### config.mk
export PLATFORM = sky130hd
export DESIGN_NAME = klein_sbox_layer_serial
export DESIGN_NICKNAME = d
export VERILOG_FILES = /design/src/rtl/klein_sbox_layer_serial.sv
export SDC_FILE = /design/constraint.sdc
export NUM_CORES = 1
export LEC_CHECK = 0
export ABC_AREA = 0
export CAP_MARGIN = 10
export CORE_MARGIN = 10
export CORE_UTILIZATION = 45
export DETAILED_ROUTE_END_ITERATION = 12
export PLACE_DENSITY = 0.91
export SETUP_SLACK_MARGIN = 0.1
export SKIP_CTS_REPAIR_TIMING = 1
export SYNTH_ARGS = -nofsm -noshare
export SYNTH_HDL_FRONTEND = slang
export SYNTH_SLANG_ARGS = --single-unit
### constraint.sdc
create_clock -name clk -period 1.8 [get_ports clk]
set_input_delay 0.54 -clock clk [delete_from_list [all_inputs] [get_ports clk]]
set_output_delay 0.54 -clock clk [all_outputs]
set_load 0.02 [all_outputs]
### src/rtl/klein_sbox_layer_serial.sv
// Nibble-serial KLEIN S-box layer: substitutes NPAR nibbles per cycle and rotates the state.
// Optional macro KLEIN_SLAYER_BACK2BACK_EN lets DONE hand off directly to a new word.
module klein_sbox_layer_serial #(
    parameter int NPAR = 2
) (
    input  logic        clk,
    input  logic        rst_n,
    input  logic        in_valid,
    output logic        in_ready,
    input  logic [63:0] in_data,
    output logic        out_valid,
    input  logic        out_ready,
    output logic [63:0] out_data,
    output logic        busy
);
    // state | meaning
    // IDLE  | waiting for a word, in_ready high
    // RUN   | substituting NPAR nibbles per cycle while rotating
    // DONE  | result held on out_data until out_ready
    localparam logic [1:0] IDLE = 2'd0;
    localparam logic [1:0] RUN  = 2'd1;
    localparam logic [1:0] DONE = 2'd2;

    localparam int         W    = 4 * NPAR;
    localparam int         N    = 16 / NPAR;
    localparam logic [3:0] LAST = 4'(N - 1);

    if (!(NPAR == 1 || NPAR == 2 || NPAR == 4 || NPAR == 8 || NPAR == 16)) begin : g_bad_npar
        $error("klein_sbox_layer_serial: NPAR must be 1, 2, 4, 8 or 16");
    end

    logic [1:0]  fsm;
    logic [3:0]  cnt;
    logic [63:0] state;
    logic [63:0] sub_state;
    logic [63:0] rot_state;

    function automatic logic [3:0] sbox(input logic [3:0] x);
        logic [3:0] y;
        case (x)
            4'h0: y = 4'h7;
            4'h1: y = 4'h4;
            4'h2: y = 4'hA;
            4'h3: y = 4'h9;
            4'h4: y = 4'h1;
            4'h5: y = 4'hF;
            4'h6: y = 4'hB;
            4'h7: y = 4'h0;
            4'h8: y = 4'hC;
            4'h9: y = 4'h3;
            4'hA: y = 4'h2;
            4'hB: y = 4'h6;
            4'hC: y = 4'h8;
            4'hD: y = 4'hE;
            4'hE: y = 4'hD;
            default: y = 4'h5;
        endcase
        return y;
    endfunction

    always_comb begin
        sub_state = state;
        for (int i = 0; i < NPAR; i++) begin
            sub_state[4*i +: 4] = sbox(state[4*i +: 4]);
        end
    end

    // Substituted nibbles move to the top; after N steps the original order returns.
    if (NPAR == 16) begin : g_rot_full
        assign rot_state = sub_state;
    end else begin : g_rot_part
        assign rot_state = {sub_state[W-1:0], sub_state[63:W]};
    end

    always_ff @(posedge clk or negedge rst_n) begin
        if (!rst_n) begin
            fsm   <= IDLE;
            cnt   <= 4'd0;
            state <= 64'd0;
        end else begin
            case (fsm)
                IDLE: begin
                    if (in_valid) begin
                        state <= in_data;
                        cnt   <= 4'd0;
                        fsm   <= RUN;
                    end
                end
                RUN: begin
                    state <= rot_state;
                    cnt   <= cnt + 4'd1;
                    if (cnt == LAST) begin
                        fsm <= DONE;
                    end
                end
                DONE: begin
                    if (out_ready) begin
`ifdef KLEIN_SLAYER_BACK2BACK_EN
                        if (in_valid) begin
                            state <= in_data;
                            cnt   <= 4'd0;
                            fsm   <= RUN;
                        end else begin
                            fsm <= IDLE;
                        end
`else
                        fsm <= IDLE;
`endif
                    end
                end
                default: fsm <= IDLE;
            endcase
        end
    end

`ifdef KLEIN_SLAYER_BACK2BACK_EN
    assign in_ready = (fsm == IDLE) || ((fsm == DONE) && out_ready);
`else
    assign in_ready = (fsm == IDLE);
`endif
    assign out_valid = (fsm == DONE);
    assign busy      = (fsm == RUN) || (fsm == DONE);
    assign out_data  = state;

endmodule

# Word-level counts from Yosys, hierarchy flattened
# Memory sizes are Yosys's and may differ from the RTL's.
# Cells that the tools add are included.
dict set report op_classes {
  n_addsub 1
  eq_ne 6
  muxes 8
  n_reduce_logical 5
}
# operator n
set op_table {}
lappend op_table {{64-bit one-hot mux with 2 select lines} 1}
lappend op_table {{64-bit two-way mux} 1}
lappend op_table {{4-bit one-hot mux with 2 select lines} 1}
lappend op_table {{2-bit two-way mux} 3}
lappend op_table {{2-bit one-hot mux with 3 select lines} 1}
lappend op_table {{4-bit by 1-bit adder with 4-bit output, second input constant} 1}
lappend op_table {{4-bit by 3-bit equality test with 1-bit output, second input constant} 1}
lappend op_table {{4-bit two-way mux} 1}
lappend op_table {{2-bit inequality test, second input constant} 2}
lappend op_table {{3-bit AND reduction} 1}
lappend op_table {{2-bit by 1-bit equality test with 1-bit output, second input constant} 1}
lappend op_table {{2-bit equality test, second input constant} 1}
lappend op_table {{2-bit logical NOT} 1}
lappend op_table {{2-bit by 1-bit inequality test with 1-bit output, second input constant} 1}
lappend op_table {{2-bit AND reduction} 1}
lappend op_table {{2-bit nonzero test} 1}
lappend op_table {{1-bit logical OR} 1}
dict set report word_totals {
  regBits 70
  romBits 128
  in_bits 68
  memories 2
}
# memory words word_bits rd rd_clocked_by_memory_dff write_ports line
set mem_list {}
lappend mem_list {{(no name shown)} 16 4 1 0 0 40} ;# case (x)
lappend mem_list {{(no name shown)} 16 4 1 0 0 40}

# Depth between registers and ports, before layout
dict set report depth {
  word_depth 3
  mapped_depth 9
  depth_no_buf 6
}

# Worst setup path after synthesis
# No wires, ideal clock.
dict set report synth_path {
  kind {flip-flop to flip-flop}
  startpoint {register fsm[0]}
  endpoint {register cnt[2]}
  t_arrival_ps 1595
  required_time_ps 1672
  slack_ps 77
  stages_incl_launch_ff 9
  path_buffers 2
  period_less_slack_ps 1723
  path_cell_list {dfrtp_1 > inv_1 > ha_1 > buf_4 > mux2i_4 > buf_6 > nor2_1 > mux2i_1 > o21ai_0}
}
dict set report synth_between {
  elab_chain_cells 3
  elab_cells_between_ends 6
  classes_between {2 x eq/ne; 1 x mux; 3 x reduce/logical}
}
# item line
set synth_rtl {}
lappend synth_rtl {{start, declared} 32} ;# logic [1:0] fsm;
lappend synth_rtl {{start signal, assigned} 77} ;# fsm <= IDLE;
lappend synth_rtl {{start signal, assigned} 86} ;# fsm <= RUN;
lappend synth_rtl {{start signal, assigned} 93} ;# fsm <= DONE;
lappend synth_rtl {{2-bit logical NOT *} n/a}
lappend synth_rtl {{via in_ready} 9} ;# output logic in_ready,
lappend synth_rtl {{2-bit inequality test (no line) or 2-bit nonzero test (tied branches)} n/a}
lappend synth_rtl {{2-bit AND reduction (no line)} n/a}
lappend synth_rtl {{end signal, assigned} 91} ;# cnt <= cnt + 4'd1;
lappend synth_rtl {{end, declared} 33} ;# logic [3:0] cnt;
# Mark *: on every way through the listed nets, which the timed path passes. The rest lies on a longest branch.
# A chain may end at the register's enable or synchronous reset.

# Worst setup path after layout
dict set report layout_path {
  startpoint {register fsm[1]}
  endpoint {output out_valid}
}
dict set report layout_between {
  elab_chain_cells 1
}
# item line
set layout_rtl {}
lappend layout_rtl {{2-bit equality test} 121} ;# assign out_valid = (fsm == DONE);
lappend layout_rtl {{end, declared} 11} ;# output logic out_valid,
# No other way between the ends.

==> results.tsv <==
stage	metric	value	unit
synthesis	synth_compound_area_share	23.09	%
die	io_pins	135	
die	die-area	12150	um2
pwr	irDropWorstVdd	1.190	mV
detailed_routing	wl	15140	um
worst_setup_path	slowest_stage	dfrtp_1	
sta	finalCriticalPeriod	1.801	ns
clock_tree	clk_pin_slew_worst_paths	0.08	ns
clock_tree	h-tree-depth	3	
worst_setup_path	crit_buf_inv	3	
synthesis	syn_nets	453	
synthesis	yosysSeqAreaShare	47.81	%
worst_hold_path	hold_path.class	in2async	
die	die_h	110.2	um
pwr	p_per_area	2064	nW/um2
run_status	status	finished, violations left	
finish	drive_gt1_share	22.94	%
sta	final_hold_viol_count	0	
global_route	grt_pass1_wl	20180	um
placed_design	gp_congestion	0.8247	
clock_tree	cts_buffers	9	
synthesis	synth.avg_cell_area	9.875	um2
global_route	grt_usage	21.34	%
sta	worst_slew_pin_slew	0.4379	ns
sta	rsz0062_at_grt	true	
die	core_area	7807	um2
placed_design	hpwl	9490	um
detailed_routing	route.detailed.drc	0	
clock_tree	root_buffer	clkbuf_8	
synthesis	synth_top_family_by_area	compound AO/OA/AOI/OAI gates	
finish	synthToLayoutAreaGrowth	71.04	%
sta	postLayoutSetupSlackWorst	-0.0009908	ns
detailed_routing	vias_per_cell	5.966	
worst_setup_path	worstPathArrival	1.26	ns
clock_tree	clock_latency	0.35	ns
synthesis	netlist_instances	371	
synthesis	yosys.area_share.adder	4.781	%
sta	skew	0.01132	ns
detailed_routing	first_pass_iters	4	
worst_setup_path	start_kind	register	
synthesis	yosysUniqueCellTypes	31	
placed_design	dp_cells	613	
pwr	p_total	12930	uW
worst_setup_path	cpMostUsedCell	buf_6	
global_route	overflow	0	
detailed_routing	route.detailed.wl_per_inst	23.40	um
sta	clock.fmax	555.3	MHz
clock_tree	clockBufferDepth	2	
finish	fillers	435	
worst_setup_path	cp.required	1.26	ns
sta	drv_slew	0	
detailed_routing	antenna_left	0	
run_status	violations	setup timing	
finish	multi_input_comb_area	1909	um2
placed_design	io_buffer_count	134	
finish	regArea	1754	um2
worst_setup_path	cpPeakStageDelay	0.41	ns
finish	antenna_cells	0	
worst_setup_path	end_kind	primary output	
worst_setup_path	crit_family	flip-flops	
clock_tree	cts_tree	built	
worst_setup_path	path_cells	buf_6 -> buf_6 -> ha_4 -> buf_6	
synthesis	synth_seq_cells	70	
synthesis	syn-cell-area	3664	um2
finish	post-route-util	80.26	%
worst_setup_path	cp_max_fo	2	
pwr	power.leakage	0.003122	uW
sta	finalCritPeriodShare	100.1	%
synthesis	muxShareOfSynthArea	11.75	%
run	drv_cap	0	
clock_tree	cts_num_sinks	70	
finish	nets	623	
synthesis	synthXorXnorAreaFrac	0	%
detailed_routing	initialDrtViolationCount	244	
global_route	antenna_found_initial	0	
synthesis	yosys_warnings	0	
synthesis	synthSimpleGateAreaFrac	6.660	%
global_route	grt_max_degree	45	
die	start_util	46.92	%
detailed_routing	vias	3860	
sta	slew_headroom	70.35	%
global_route	grt_pass1_vias	3780	
die	num_rows	32	
finish	finalNonFillerCells	647	
worst_setup_path	path_class	reg2out	
sta	finalSetupViolations	1	
die	die_w	110.2	um
-- cells in the mapped netlist --
cell | instances | area share [%]
a211o_1 | 1 | 0.24
a21oi_1 | 38 | 5.2
a221o_1 | 1 | 0.27
a22o_1 | 2 | 0.48
a31oi_1 | 3 | 0.51
buf_1 | 2 | 0.20
buf_2 | 21 | 2.9
buf_4 | 2 | 0.41
buf_6 | 2 | 0.61
clkbuf_1 | 4 | 0.41
clkbuf_2 | 2 | 0.27
dfrtp_1 | 70 | 48
ha_1 | 14 | 4.8
inv_1 | 11 | 1.1
mux2i_1 | 34 | 9.3
mux2i_4 | 1 | 0.61
mux4_2 | 3 | 1.8
nand2_1 | 38 | 3.9
nand2b_1 | 2 | 0.34
nand3_1 | 2 | 0.27
nor2_1 | 11 | 1.1
nor2b_1 | 1 | 0.17
nor3_1 | 2 | 0.27
nor3b_1 | 2 | 0.41
nor4_1 | 1 | 0.17
o211ai_1 | 2 | 0.41
o21ai_0 | 34 | 4.6
o21ai_1 | 3 | 0.41
o22a_1 | 4 | 0.96
o22ai_1 | 57 | 9.7
o311ai_0 | 1 | 0.24
-- power by group --
part | total (uW) | switching, uW | internal, uW
sequential | 3100 | 769 | 2330
clock | 1270 | 598 | 675
combinational | 8560 | 4390 | 4170
-- registers in the layout, summed over array words and instances (netlist names) --
register  flops
cnt           4
fsm           2
out_data     64
-- kinds of logic after synthesis --
family,count (synthesis)
and+or+nand+nor,59
muxes,38
AOI/OAI and AO/OA,146
DFF,70
adders and majority gates,14
buffers and inverters,44
-- worst reg2reg max path, cell delays in order, from the launching register on --
cell and delay (ns):
dfrtp_1 0.40, inv_2 0.09, ha_4 0.16, buf_8 0.13, mux2i_4 0.28, buf_12 0.17, buf_12 0.14, nor2_4 0.03
mux2i_1 0.17, o21ai_1 0.09
-- per-layer routing --
layer  vias to the layer above  track usage (%)  wire [um]
li1                       1722                -          -
met1                      1892            24.67       5710
met2                       213            35.56       7741
met3                        33            7.313       1247
met4                         0            8.716        440
met5                         -                0          0
-- cells in the final DEF, fill, tap and decap left out, drive strengths merged, types with 3 or more instances in the layout --
cell type,netlist,layout
a21oi,38,38
nand2,38,38
dlymetal6s2s,0,64
ha,14,14
clkdlybuf4s50,0,66
o22a,4,4
dfrtp,70,70
clkbuf,6,24
nor2,11,11
o22ai,57,57
mux2i,35,35
inv,11,11
a31oi,3,3
buf,27,52
mux4,3,3
o21ai,37,37
-- worst paths after layout --
check                             startpoint      endpoint  slack [ns]  cells past startpoint
worst min-delay path                   rst_n  out_data[57]         0.1                      1
worst max-delay path                  fsm[1]     out_valid      -0.001                      4
worst min register to register  out_data[44]  out_data[44]        0.51                      2
max in group asynchronous              rst_n  out_data[18]        1.11                      2
worst max register to register        fsm[0]        cnt[2]        0.02                      9
min in group clk                out_data[44]  out_data[44]        0.51                      2
-- layout make-up --
type / instances / share of cell area, %
repair buffers: 192 / 35.92
multi-input cells: 257 / 30.47
flip-flops and latches: 70 / 28.00
clock buffers: 14 / 2.436
well taps: 102 / 2.037
inverters: 11 / 0.6589
clock inverters: 1 / 0.4792
-- per-stage QoR --
stage,setup slack (ns),area [um2],setup TNS [ns],hold slack [ns]
3_3_place_gp,-0.1365,5328,-4.725,0.4784
5_1_grt,-0.07995,6266,-0.1288,0.1110
3_5_place_dp,-0.2125,5328,-7.645,0.4880
2_1_floorplan,0.1318,3666,0,0.2444
6_report,-0.0009908,6266,-0.0009908,0.09957
4_1_cts,-0.4608,5510,-9.011,0.1131
No activity file was read; power rests on OpenSTA's default activity.
